===== config.mk =====
export PLATFORM = sky130hd
export DESIGN_NAME = wb_write_queue
export DESIGN_NICKNAME = d
export VERILOG_FILES = /design/src/rtl/riscv_pkg.sv /design/src/rtl/wb_fifo.sv /design/src/rtl/wb_write_queue.sv
export SDC_FILE = /design/constraint.sdc
export NUM_CORES = 1
export LEC_CHECK = 0
export ABC_AREA = 1
export CAP_MARGIN = 20
export CORE_ASPECT_RATIO = 1.75
export CORE_MARGIN = 2
export CORE_UTILIZATION = 57
export CTS_CLUSTER_DIAMETER = 150
export DETAILED_ROUTE_END_ITERATION = 8
export MAX_ROUTING_LAYER = met4
export PLACE_DENSITY = 0.85
export SLEW_MARGIN = 0
export SYNTH_ARGS = -nofsm -noshare
export SYNTH_HDL_FRONTEND = slang
export SYNTH_SLANG_ARGS = --single-unit

===== constraint.sdc =====
create_clock -name clk -period 8.4 [get_ports clk]
set_input_delay 2.52 -clock clk [delete_from_list [all_inputs] [get_ports clk]]
set_output_delay 2.52 -clock clk [all_outputs]
set_load 0.05 [all_outputs]

===== src/rtl/riscv_pkg.sv =====
`default_nettype none
// +---------------------------------------------------------------------------+
// | riscv_pkg                                                                 |
// | Shared integer-pipeline widths and the write-back queue entry type.       |
// | Rev 1.0                                                                   |
// +---------------------------------------------------------------------------+
package riscv_pkg;

  localparam int XLEN   = 32;
  localparam int REG_AW = 5;

  typedef struct packed {
    logic [REG_AW-1:0] rd;
    logic [XLEN-1:0]   data;
  } wb_entry_t;

endpackage : riscv_pkg
`default_nettype wire


===== src/rtl/wb_fifo.sv =====
`default_nettype none
// +---------------------------------------------------------------------------+
// | wb_fifo                                                                   |
// | Circular buffer, two ordered push ports (port 0 older), one pop port.     |
// | Rev 1.0                                                                   |
// +---------------------------------------------------------------------------+
module wb_fifo
  import riscv_pkg::*;
#(
  parameter int  DEPTH   = 4,
  parameter type entry_t = wb_entry_t,
  localparam int PW      = $clog2(DEPTH),
  localparam int CW      = PW + 1
) (
  input  logic                   clk,
  input  logic                   rst,
  input  logic                   push0,
  input  entry_t                 din0,
  input  logic                   push1,
  input  entry_t                 din1,
  input  logic                   pop,
  output entry_t                 head,
  output entry_t [DEPTH-1:0]     entries,
  output logic   [DEPTH-1:0]     valid,
  output logic   [PW-1:0]        rd_ptr,
  output logic   [CW-1:0]        count
);

  entry_t [DEPTH-1:0] r_mem;
  logic   [DEPTH-1:0] r_valid;
  logic   [PW-1:0]    r_wr_ptr;
  logic   [PW-1:0]    r_rd_ptr;
  logic   [CW-1:0]    r_count;

  logic   [1:0]       w_n_push;
  logic   [PW-1:0]    w_wr_p1;
  logic   [PW-1:0]    w_wr_p2;

  assign w_n_push = {1'b0, push0} + {1'b0, push1};
  assign w_wr_p1  = r_wr_ptr + PW'(1);
  assign w_wr_p2  = r_wr_ptr + PW'(2);

  always_ff @(posedge clk or posedge rst) begin
    if (rst) begin
      r_mem    <= '0;
      r_valid  <= '0;
      r_wr_ptr <= '0;
      r_rd_ptr <= '0;
      r_count  <= '0;
    end else begin
      if (pop) begin
        r_valid[r_rd_ptr] <= 1'b0;
        r_rd_ptr          <= r_rd_ptr + PW'(1);
      end
      // A lone push on port 1 still lands at the write pointer.
      if (w_n_push != 2'd0) begin
        r_mem[r_wr_ptr]   <= push0 ? din0 : din1;
        r_valid[r_wr_ptr] <= 1'b1;
      end
      if (w_n_push == 2'd2) begin
        r_mem[w_wr_p1]    <= din1;
        r_valid[w_wr_p1]  <= 1'b1;
      end
      r_wr_ptr <= (w_n_push == 2'd2) ? w_wr_p2 :
                  (w_n_push == 2'd1) ? w_wr_p1 : r_wr_ptr;
      r_count  <= r_count + CW'(w_n_push) - CW'(pop);
    end
  end

  assign head    = r_mem[r_rd_ptr];
  assign entries = r_mem;
  assign valid   = r_valid;
  assign rd_ptr  = r_rd_ptr;
  assign count   = r_count;

endmodule : wb_fifo
`default_nettype wire


===== src/rtl/wb_write_queue.sv =====
`default_nettype none
// +---------------------------------------------------------------------------+
// | wb_write_queue                                                            |
// | Serialises ALU and load results onto the register-file write port and     |
// | forwards queued, unwritten results to the ID stage.                       |
// | Rev 1.0                                                                   |
// +---------------------------------------------------------------------------+
module wb_write_queue
  import riscv_pkg::*;
#(
  parameter int  DEPTH = 4,
  parameter int  XLEN  = riscv_pkg::XLEN,
  parameter int  AW    = riscv_pkg::REG_AW,
  localparam int PW    = $clog2(DEPTH),
  localparam int CW    = PW + 1
) (
  input  logic            clk,
  input  logic            rst,
  input  logic            alu_valid,
  input  logic [AW-1:0]   alu_rd,
  input  logic [XLEN-1:0] alu_data,
  output logic            alu_ready,
  input  logic            mem_valid,
  input  logic [AW-1:0]   mem_rd,
  input  logic [XLEN-1:0] mem_data,
  output logic            mem_ready,
  output logic            rf_we,
  output logic [AW-1:0]   rf_waddr,
  output logic [XLEN-1:0] rf_wdata,
  input  logic [AW-1:0]   rs1_addr,
  input  logic [AW-1:0]   rs2_addr,
  output logic            fwd1_hit,
  output logic [XLEN-1:0] fwd1_data,
  output logic            fwd2_hit,
  output logic [XLEN-1:0] fwd2_data,
  output logic [CW-1:0]   count
);

  typedef struct packed {
    logic [AW-1:0]   rd;
    logic [XLEN-1:0] data;
  } entry_t;

  localparam logic [CW-1:0] DEPTH_C = CW'(DEPTH);

  entry_t               w_head;
  entry_t [DEPTH-1:0]   w_entries;
  logic   [DEPTH-1:0]   w_valid;
  logic   [PW-1:0]      w_rd_ptr;
  logic   [CW-1:0]      w_free;
  logic                 w_push_mem;
  logic                 w_push_alu;
  logic   [AW-1:0]      w_rs_addr  [2];
  logic                 w_fwd_hit  [2];
  logic   [XLEN-1:0]    w_fwd_data [2];

  // Readiness looks only at the registered count; a same-cycle pop frees nothing.
  assign w_free    = DEPTH_C - count;
  assign mem_ready = (w_free != '0);
  assign alu_ready = (w_free >= CW'(2)) || ((w_free == CW'(1)) && !mem_valid);

  assign w_push_mem = mem_valid && mem_ready && (mem_rd != '0);
  assign w_push_alu = alu_valid && alu_ready && (alu_rd != '0);

  wb_fifo #(
    .DEPTH   (DEPTH),
    .entry_t (entry_t)
  ) u_fifo (
    .clk     (clk),
    .rst     (rst),
    .push0   (w_push_mem),
    .din0    ('{rd: mem_rd, data: mem_data}),
    .push1   (w_push_alu),
    .din1    ('{rd: alu_rd, data: alu_data}),
    .pop     (rf_we),
    .head    (w_head),
    .entries (w_entries),
    .valid   (w_valid),
    .rd_ptr  (w_rd_ptr),
    .count   (count)
  );

  assign rf_we    = (count != '0);
  assign rf_waddr = rf_we ? w_head.rd   : '0;
  assign rf_wdata = rf_we ? w_head.data : '0;

  assign w_rs_addr[0] = rs1_addr;
  assign w_rs_addr[1] = rs2_addr;

  generate
    for (genvar p = 0; p < 2; p++) begin : g_fwd
      // Walk oldest to youngest so the last match (youngest) wins.
      always_comb begin
        logic [PW-1:0] idx;
        w_fwd_hit[p]  = 1'b0;
        w_fwd_data[p] = '0;
        idx           = '0;
        if (w_rs_addr[p] != '0) begin
          for (int i = 0; i < DEPTH; i++) begin
            idx = w_rd_ptr + PW'(i);
            if (w_valid[idx] && (w_entries[idx].rd == w_rs_addr[p])) begin
              w_fwd_hit[p]  = 1'b1;
              w_fwd_data[p] = w_entries[idx].data;
            end
          end
        end
      end
    end
  endgenerate

  assign fwd1_hit  = w_fwd_hit[0];
  assign fwd1_data = w_fwd_data[0];
  assign fwd2_hit  = w_fwd_hit[1];
  assign fwd2_data = w_fwd_data[1];

endmodule : wb_write_queue
`default_nettype wire


* Yosys cells after proc, flatten, opt, wreduce, memory -nomap -nowiden *
Index checks and enable logic that the tools add are counted.

operators by class
  eq/ne operators = 11
  div/mod/pow operators = 0
  multiply operators = 0
  reductions and logical operators = 26
  $lt $le $gt $ge = 10
  add/subtract/negate cells = 9
  shift-type cells = 0
  bitwise operators = 4
  multiplexer cells = 58

operators by type and width
  kind                 count
  $mux 32              11
  $bmux 37 s2          4
  $bwmux 148           2
  $mux 148             2
  $mux 37              7
  $demux 37 s2         2
  $eq 5x5->1           8
  $reduce_bool 5->1    4
  $lt 2x3->1 const B   6
  $mux 1               17
  $logic_and 1x1->1    16
  $mux 4               3
  $bmux 1 s2           4
  $or 4x4->4           2
  $add 2x2->2 const B  3
  $demux 1 s2          3
  $ge 2x1->1 const B   3
  $reduce_bool 3->1    2
  $mux 5               1
  $add 2x1->2 const B  2
  $and 4x4->4          1
  $mux 2               2
  $not 4->4            1
  $reduce_bool 2->1    2
  10 further kinds     10

storage, ports and cells
  bits in latches = 0
  register bits = 159
  memories = 0
  output and inout port bits = 109
  bits in writable memories = 0
  bits in read-only memories = 0
  word-level logic and storage cells = 130

* Depth between registers and ports, before layout *
Gate-level depths: netlist (run 1).

  depth in word-level cells = 11
  depth in mapped cells = 20
  depth with buffers taken out = 17

* Cells and area by module *
A second synthesis (run 1) with hierarchy kept.

unflattened totals
  cell total of the unflattened synthesis = 3060
  area, all modules = 16758.6 sq um

by module, submodules not included
  module          cells each  times used  area an instance (sq um)
  wb_fifo         1293        1           8976.1
  wb_write_queue  1767        1           7782.5

* Least setup slack after synthesis (run 1) *
OpenSTA, ideal clock, no wires.

  kind = input-to-output
  start point = input rs1_addr[1]
  end point = output fwd1_data[10]
  arrival time = 4269 ps
  cell stages on the path = 9
  path slack = 1611 ps
  cell sequence = inv_1 nor2_1 nor2_1 nand3_2 nand2_1 and2_4 buf_2 nand2_1 a21oi_1

on the way
  cells in the longest elaborated chain, start to end = 7
  elaborated cells on any way between the ends = 14
  classes of those cells = eq/ne (4); mux (5); reduce/logical (5)

RTL lines
  item                  line                   RTL
  from (decl)           wb_write_queue.sv:30   input logic [AW-1:0] rs1_addr,
  $eq 5x5->1            wb_write_queue.sv:101  if (w_valid[idx] && (w_entries[idx].rd == w_rs_addr[p])) begin
  $logic_and 1x1->1     wb_write_queue.sv:101
  $mux 32 (4 in a row)  wb_write_queue.sv:101
  $mux 32 *             wb_write_queue.sv:98   if (w_rs_addr[p] != '0) begin
  to (decl)             wb_write_queue.sv:33   output logic [XLEN-1:0] fwd1_data,

Every way passes the cells marked *; elsewhere a longest branch is shown, timed or not.

* Worst setup path after layout (run 1) *
  start point = input rs1_addr[3]
  end point = output fwd1_data[3]

The elaborated chain is that of the path after synthesis.

==> results of run 1 <==
-- critical path, cell delays in order --
cell	delay (ns)
clkdlybuf4s50_1	0.49
inv_1	0.20
nand3_1	0.10
nand2_1	0.06
nor3_1	0.05
nand2_2	0.44
and2_4	0.63
nand2_1	0.10
a21oi_1	0.32
buf_12	0.19
-- layout by cell type, fill, tap and decap left out, drive strengths merged, types with 8 or more instances in the layout --
master	count
inv	413
o221ai	134
a21oi	68
buf	98
nand2	918
nand4	12
nand3	85
o21bai	14
xor2	8
clkdlybuf4s50	130
nor2	194
ha	20
clkbuf	18
dfrtp	159
o22ai	14
o21ai	324
-- cell families after synthesis --
| family | Yosys count | share of synthesized area |
|---|---|---|
| and+or+nand+nor | 1223 | 0.328 |
| buffers and inverters | 571 | 0.151 |
| AOI/OAI and AO/OA | 559 | 0.229 |
| DFF | 159 | 0.268 |
| adders and majority gates | 21 | 0.0182 |
| xor gates and xnor gates | 10 | 0.00590 |
-- stage by stage --
| step | hold WS [ns] | std cells |
|---|---|---|
| after floorplan | 0.470 | 2543 |
| after global placement | 0.487 | 2927 |
| after detailed placement | 0.488 | 2929 |
| after CTS | 0.506 | 2961 |
| after global routing | 0.533 | 2964 |
| final | 0.502 | 2964 |
-- flip-flops by register name, indices dropped and copies added, names as in the netlist --
register and cells:
u_fifo.entries 148, u_fifo.r_wr_ptr 2, u_fifo.valid 4, u_fifo.count 3, u_fifo.rd_ptr 2
-- layer usage --
| metal | vias to the layer above | track usage | part of all wire |
|---|---|---|---|
| met5 | - | - | 0 |
| met4 | 0 | 0.253 | 0.070 |
| met3 | 312 | 0.0707 | 0.10 |
| met2 | 1149 | 0.665 | 0.49 |
| met1 | 8068 | 0.425 | 0.34 |
| li1 | 8242 | - | - |
-- final cells by class --
cell class	count	share of cell area
multi-input combinational	1813	0.480
sequential	159	0.220
timing repair buffer	228	0.162
inverter	409	0.0853
clock buffer	18	0.0237
tap	320	0.0221
clock inverter	14	0.00609
antenna	3	0.000415
-- path summary, 6_finish.rpt --
path / from / end / slack, ns / depth (start not counted)
min reg2reg: u_fifo.valid[3]$_DFF_PP0_ / u_fifo.valid[3]$_DFF_PP0_ / 0.50 / 2
max reg2reg: u_fifo.count[0]$_DFF_PP0_ / u_fifo.entries[140]$_DFF_PP0_ / 3.83 / 16
min: u_fifo.valid[3]$_DFF_PP0_ / u_fifo.valid[3]$_DFF_PP0_ / 0.50 / 2
max: rs1_addr[3] / fwd1_data[3] / 0.73 / 10
max in group asynchronous: rst / u_fifo.rd_ptr[0]$_DFFE_PP0N_ / 4.22 / 3
min in group asynchronous: rst / u_fifo.entries[44]$_DFF_PP0_ / 2.64 / 2
==> results.toml, run 1 <==
[die]
die_w_um = 126
rows = 78
die-area_um2 = 27400
core_area_um2 = 25800
io_pins = 197
die_y_um = 218
start_util = 0.576

[timing]
timing.final.max_slew_violations = 0
final.setup.tns_ns = 0
fmax_mhz = 130
setup_ws_ns = 0.732
slew_headroom = 0.182
hold_viol_final = 0
setup_viol = 0
worst_pin_slew_ns = 1.22
fin_worst_skew_ns = 0.00997
min_period_ns = 7.67
rsz0062_at_grt = "false"
finalCritPeriodShare = 0.913

[grt]
grt_pass1_vias = 16700
antenna_found_initial = 3
grt_overflow = 0
grt_pass1_wl_mm = 84.3
grt_usage = 0.394
grt_max_degree = 285

[logic_synthesis]
postSynthAreaPerCell_um2 = 5.84
syn_inst = 2543
seq_area_frac_synth = 0.268
ys.warnings.count = 0
yosysTopAreaCell = "dfrtp_1"
async_reset_ff_frac = 1.00
ys_ff_latch = 159
ys_top_cells_by_area = "dfrtp_1, nand2_1, inv_1, o21ai_0, o221ai_1"
netlist_top_cells_count = "nand2_1, inv_1, o21ai_0, nor2_1, dfrtp_1"
synth_nets = 2652
ys_types = 37
synth_most_common_cell = "nand2_1"
synth.top_cell.area_share = 0.268
synth.cell_area_um2 = 14800
synth-edff-count = 0
synth_ff_type = "dfrtp_1"

[final_layout]
nNetsFinal = 2737
fillCellCount = 2222
area_growth_pct = 21.7
postLayoutCoreUtil = 0.702
multi_input_area_um2 = 8680
post_route_cells_drive_above_1_share = 0.0742
regArea_um2 = 3980
fin_area_um2 = 18100

[setup_path]
cp.required_ns = 5.88
cp_max_fo = 29
critical_path_class = "input pin to primary output"
crit_arrival_ns = 5.15
crit_path_start_kind = "input pin"
cp-end-kind = "primary output"

[clocking]
cts_buffers = 17
post_cts_resize_count = 0
clkSlewWorstSetupHoldPaths_ns = 0.06
clk_path_buf_depth = 2
cts-root-buf = "clkbuf_16"
cts_tree = "built"
cts_num_sinks = 159
htreeDepth = 4
cts_setup_buffers = 0
clk_latency_ns = 0.44
postCtsHoldBufs = 0

[detailed_routing]
firstDrtPassIters = 6
vias_per_cell = 6.00
wl_per_cell_um = 18.2
drt-total-wl_mm = 54.0
num_vias = 17800
drcViolationCount = 0
drtAntennaViolNets = 0
drt_iter0_markers = 1865

[placed_design]
place_area_um2 = 17500
place.gp.congestion = 0.968
place_ws_ns = 0.833
port-buffer-count = 196
dpl.hpwl_mm = 35.8

[run]
drv_cap = 0

[worst_hold_path]
hold_path.class = "flop to flop"

[status]
status = "completed"
Power of run 1 is not shown: default switching activity piles up to over one toggle a cycle in this logic, so the estimate is an artifact.
==> run 2: changes to the inputs <==
--- a/config.mk
+++ b/config.mk
@@ -14,6 +14,7 @@
 export DETAILED_ROUTE_END_ITERATION = 8
 export MAX_ROUTING_LAYER = met4
 export PLACE_DENSITY = 0.85
+export RECOVER_POWER = 25
 export SLEW_MARGIN = 0
 export SYNTH_ARGS = -nofsm -noshare
 export SYNTH_HDL_FRONTEND = slang
==> constraint.sdc (replaced) <==
create_clock -name clk -period 8.45 [get_ports clk]
set_input_delay 2.535 -clock clk [delete_from_list [all_inputs] [get_ports clk]]
set_output_delay 2.535 -clock clk [all_outputs]
set_load 0.05 [all_outputs]
==> results.toml, run 2 (synthesis gave the netlist of run 1 again) <==
[grt]
grt_pass1_vias = 17800
grt_overflow = 0
grt_pass1_wl_mm = 87.4
grt_max_degree = 285
grt_usage = 0.410
antenna_found_initial = 0

[final_layout]
final_cell_mix = "nand2_1, inv_1, o21ai_0, nor2_1, dfrtp_1"
n_antenna_cell = 0
largest_register_ffs = 148
area_growth_pct = 21.9
fillCellCount = 2236
nNetsFinal = 2738
post_route_cells_drive_above_1_share = 0.0731
final_common_cell = "nand2_1"

[timing]
slew_headroom = -1.76
hold_viol_final = 0
timing.final.max_slew_violations = 132
worst_pin_slew_ns = 4.14
final.setup.tns_ns = 0
min_period_ns = 7.73
fmax_mhz = 129
fin_worst_skew_ns = 0.00857
setup_viol = 0
setup_ws_ns = 0.722
finalCritPeriodShare = 0.915
rsz0062_at_grt = "false"

[detailed_routing]
wl_per_cell_um = 18.7
drt_iter0_markers = 1894
drcViolationCount = 0
vias_per_cell = 6.08
num_vias = 18000
drtAntennaViolNets = 0
firstDrtPassIters = 7
drt-total-wl_mm = 55.4

[clocking]
postCtsHoldBufs = 0
cts-root-buf = "clkbuf_16"
cts_tree = "built"
htreeDepth = 4
post_cts_resize_count = 0
clkSlewWorstSetupHoldPaths_ns = 0.07
clk_path_buf_depth = 2
cts_buffers = 17
cts_setup_buffers = 0
clk_latency_ns = 0.45
cts_num_sinks = 159

[placed_design]
place_ws_ns = 0.801
dpl.hpwl_mm = 36.5
port-buffer-count = 196
place.gp.congestion = 0.975

[setup_path]
critical_path_class = "input pin to primary output"
slowest_delay_ns = 0.60
cp_slowest_cell = "and2_4"
cp.required_ns = 5.92
path_buf_inv = 3
crit_arrival_ns = 5.19
crit_path_start_kind = "input pin"
cpMostUsedCell = "nand2_1"
cp-end-kind = "primary output"
crit_family = "simple AND/OR/NAND/NOR gates"
cp_max_fo = 29
crit_chain = "clkdlybuf4s50_1 > inv_1 > nand3_1 > nand2_1 > nor3_1 > nand2_2 > and2_4 > nand2_1 > a21oi_1 > buf_12"

[status]
violations = "max-capacitance violations, max-slew violations"
status = "complete, but fails checks"

[die]
start_util = 0.576
rows = 78
die_y_um = 218
die-area_um2 = 27400
die_w_um = 126
core_area_um2 = 25800
io_pins = 197

[worst_hold_path]
hold_path.class = "flop to flop"

[run]
drv_cap = 2
==> run 2: cell types whose count changed in the layout (fill, tap and decap cells not counted), moves of 2 or more <==
cell,before,now
inv_6,6,2
diode_2,3,0
clkbuf_1,1,3
bufinv_16,0,2
==> run 2: stage by stage <==
stage | std cells | hold slack, ns | util | instance area, um^2
2_1_floorplan | 2543 | 0.470 | - | 14800
3_3_place_gp | 2927 | 0.488 | 0.678 | 17500
3_5_place_dp | 2929 | 0.497 | 0.679 | 17500
4_1_cts | 2961 | 0.514 | 0.702 | 18100
5_1_grt | 2962 | 0.538 | 0.703 | 18100
6_report | 2962 | 0.520 | 0.703 | 18100
==> run 2: area by class of cell <==
type	instances	area [um^2]	share of cell area
clock inverters	12	135	0.00747
inverters	409	1540	0.0850
flip-flops and latches	159	3980	0.220
repair buffers	229	2920	0.162
multi-input cells	1813	8670	0.479
well taps	320	400	0.0221
clock buffers	20	447	0.0247
==> run 2: tightest hold or removal path, cell delays in order (launching register included) <==
cell	delay, ns
dfrtp_1	0.37
nand2_1	0.06
nand2_1	0.05
==> run 2: layer usage <==
layer  global-route usage  vias to the layer above  share of wire
met5                    -                        -              0
met4                0.311                        0          0.077
met3               0.0726                      385           0.11
met2                0.676                     1234           0.48
met1                0.435                     8163           0.34
li1                     -                     8239              -
==> run 2: path summary, 6_finish.rpt <==
kind,start,endpoint,cells after the start,slack (ns)
worst max-delay path,rs1_addr[3],fwd1_data[6],10,0.72
worst min-delay path,u_fifo.valid[0]$_DFF_PP0_,u_fifo.valid[0]$_DFF_PP0_,2,0.52
worst max register to register,u_fifo.count[0]$_DFF_PP0_,u_fifo.entries[63]$_DFF_PP0_,12,3.92
worst min register to register,u_fifo.valid[0]$_DFF_PP0_,u_fifo.valid[0]$_DFF_PP0_,2,0.52
max in group asynchronous,rst,u_fifo.rd_ptr[0]$_DFFE_PP0N_,3,1.88
min in group asynchronous,rst,u_fifo.entries[81]$_DFF_PP0_,2,4.08
Power of run 2 is left out for the same reason.
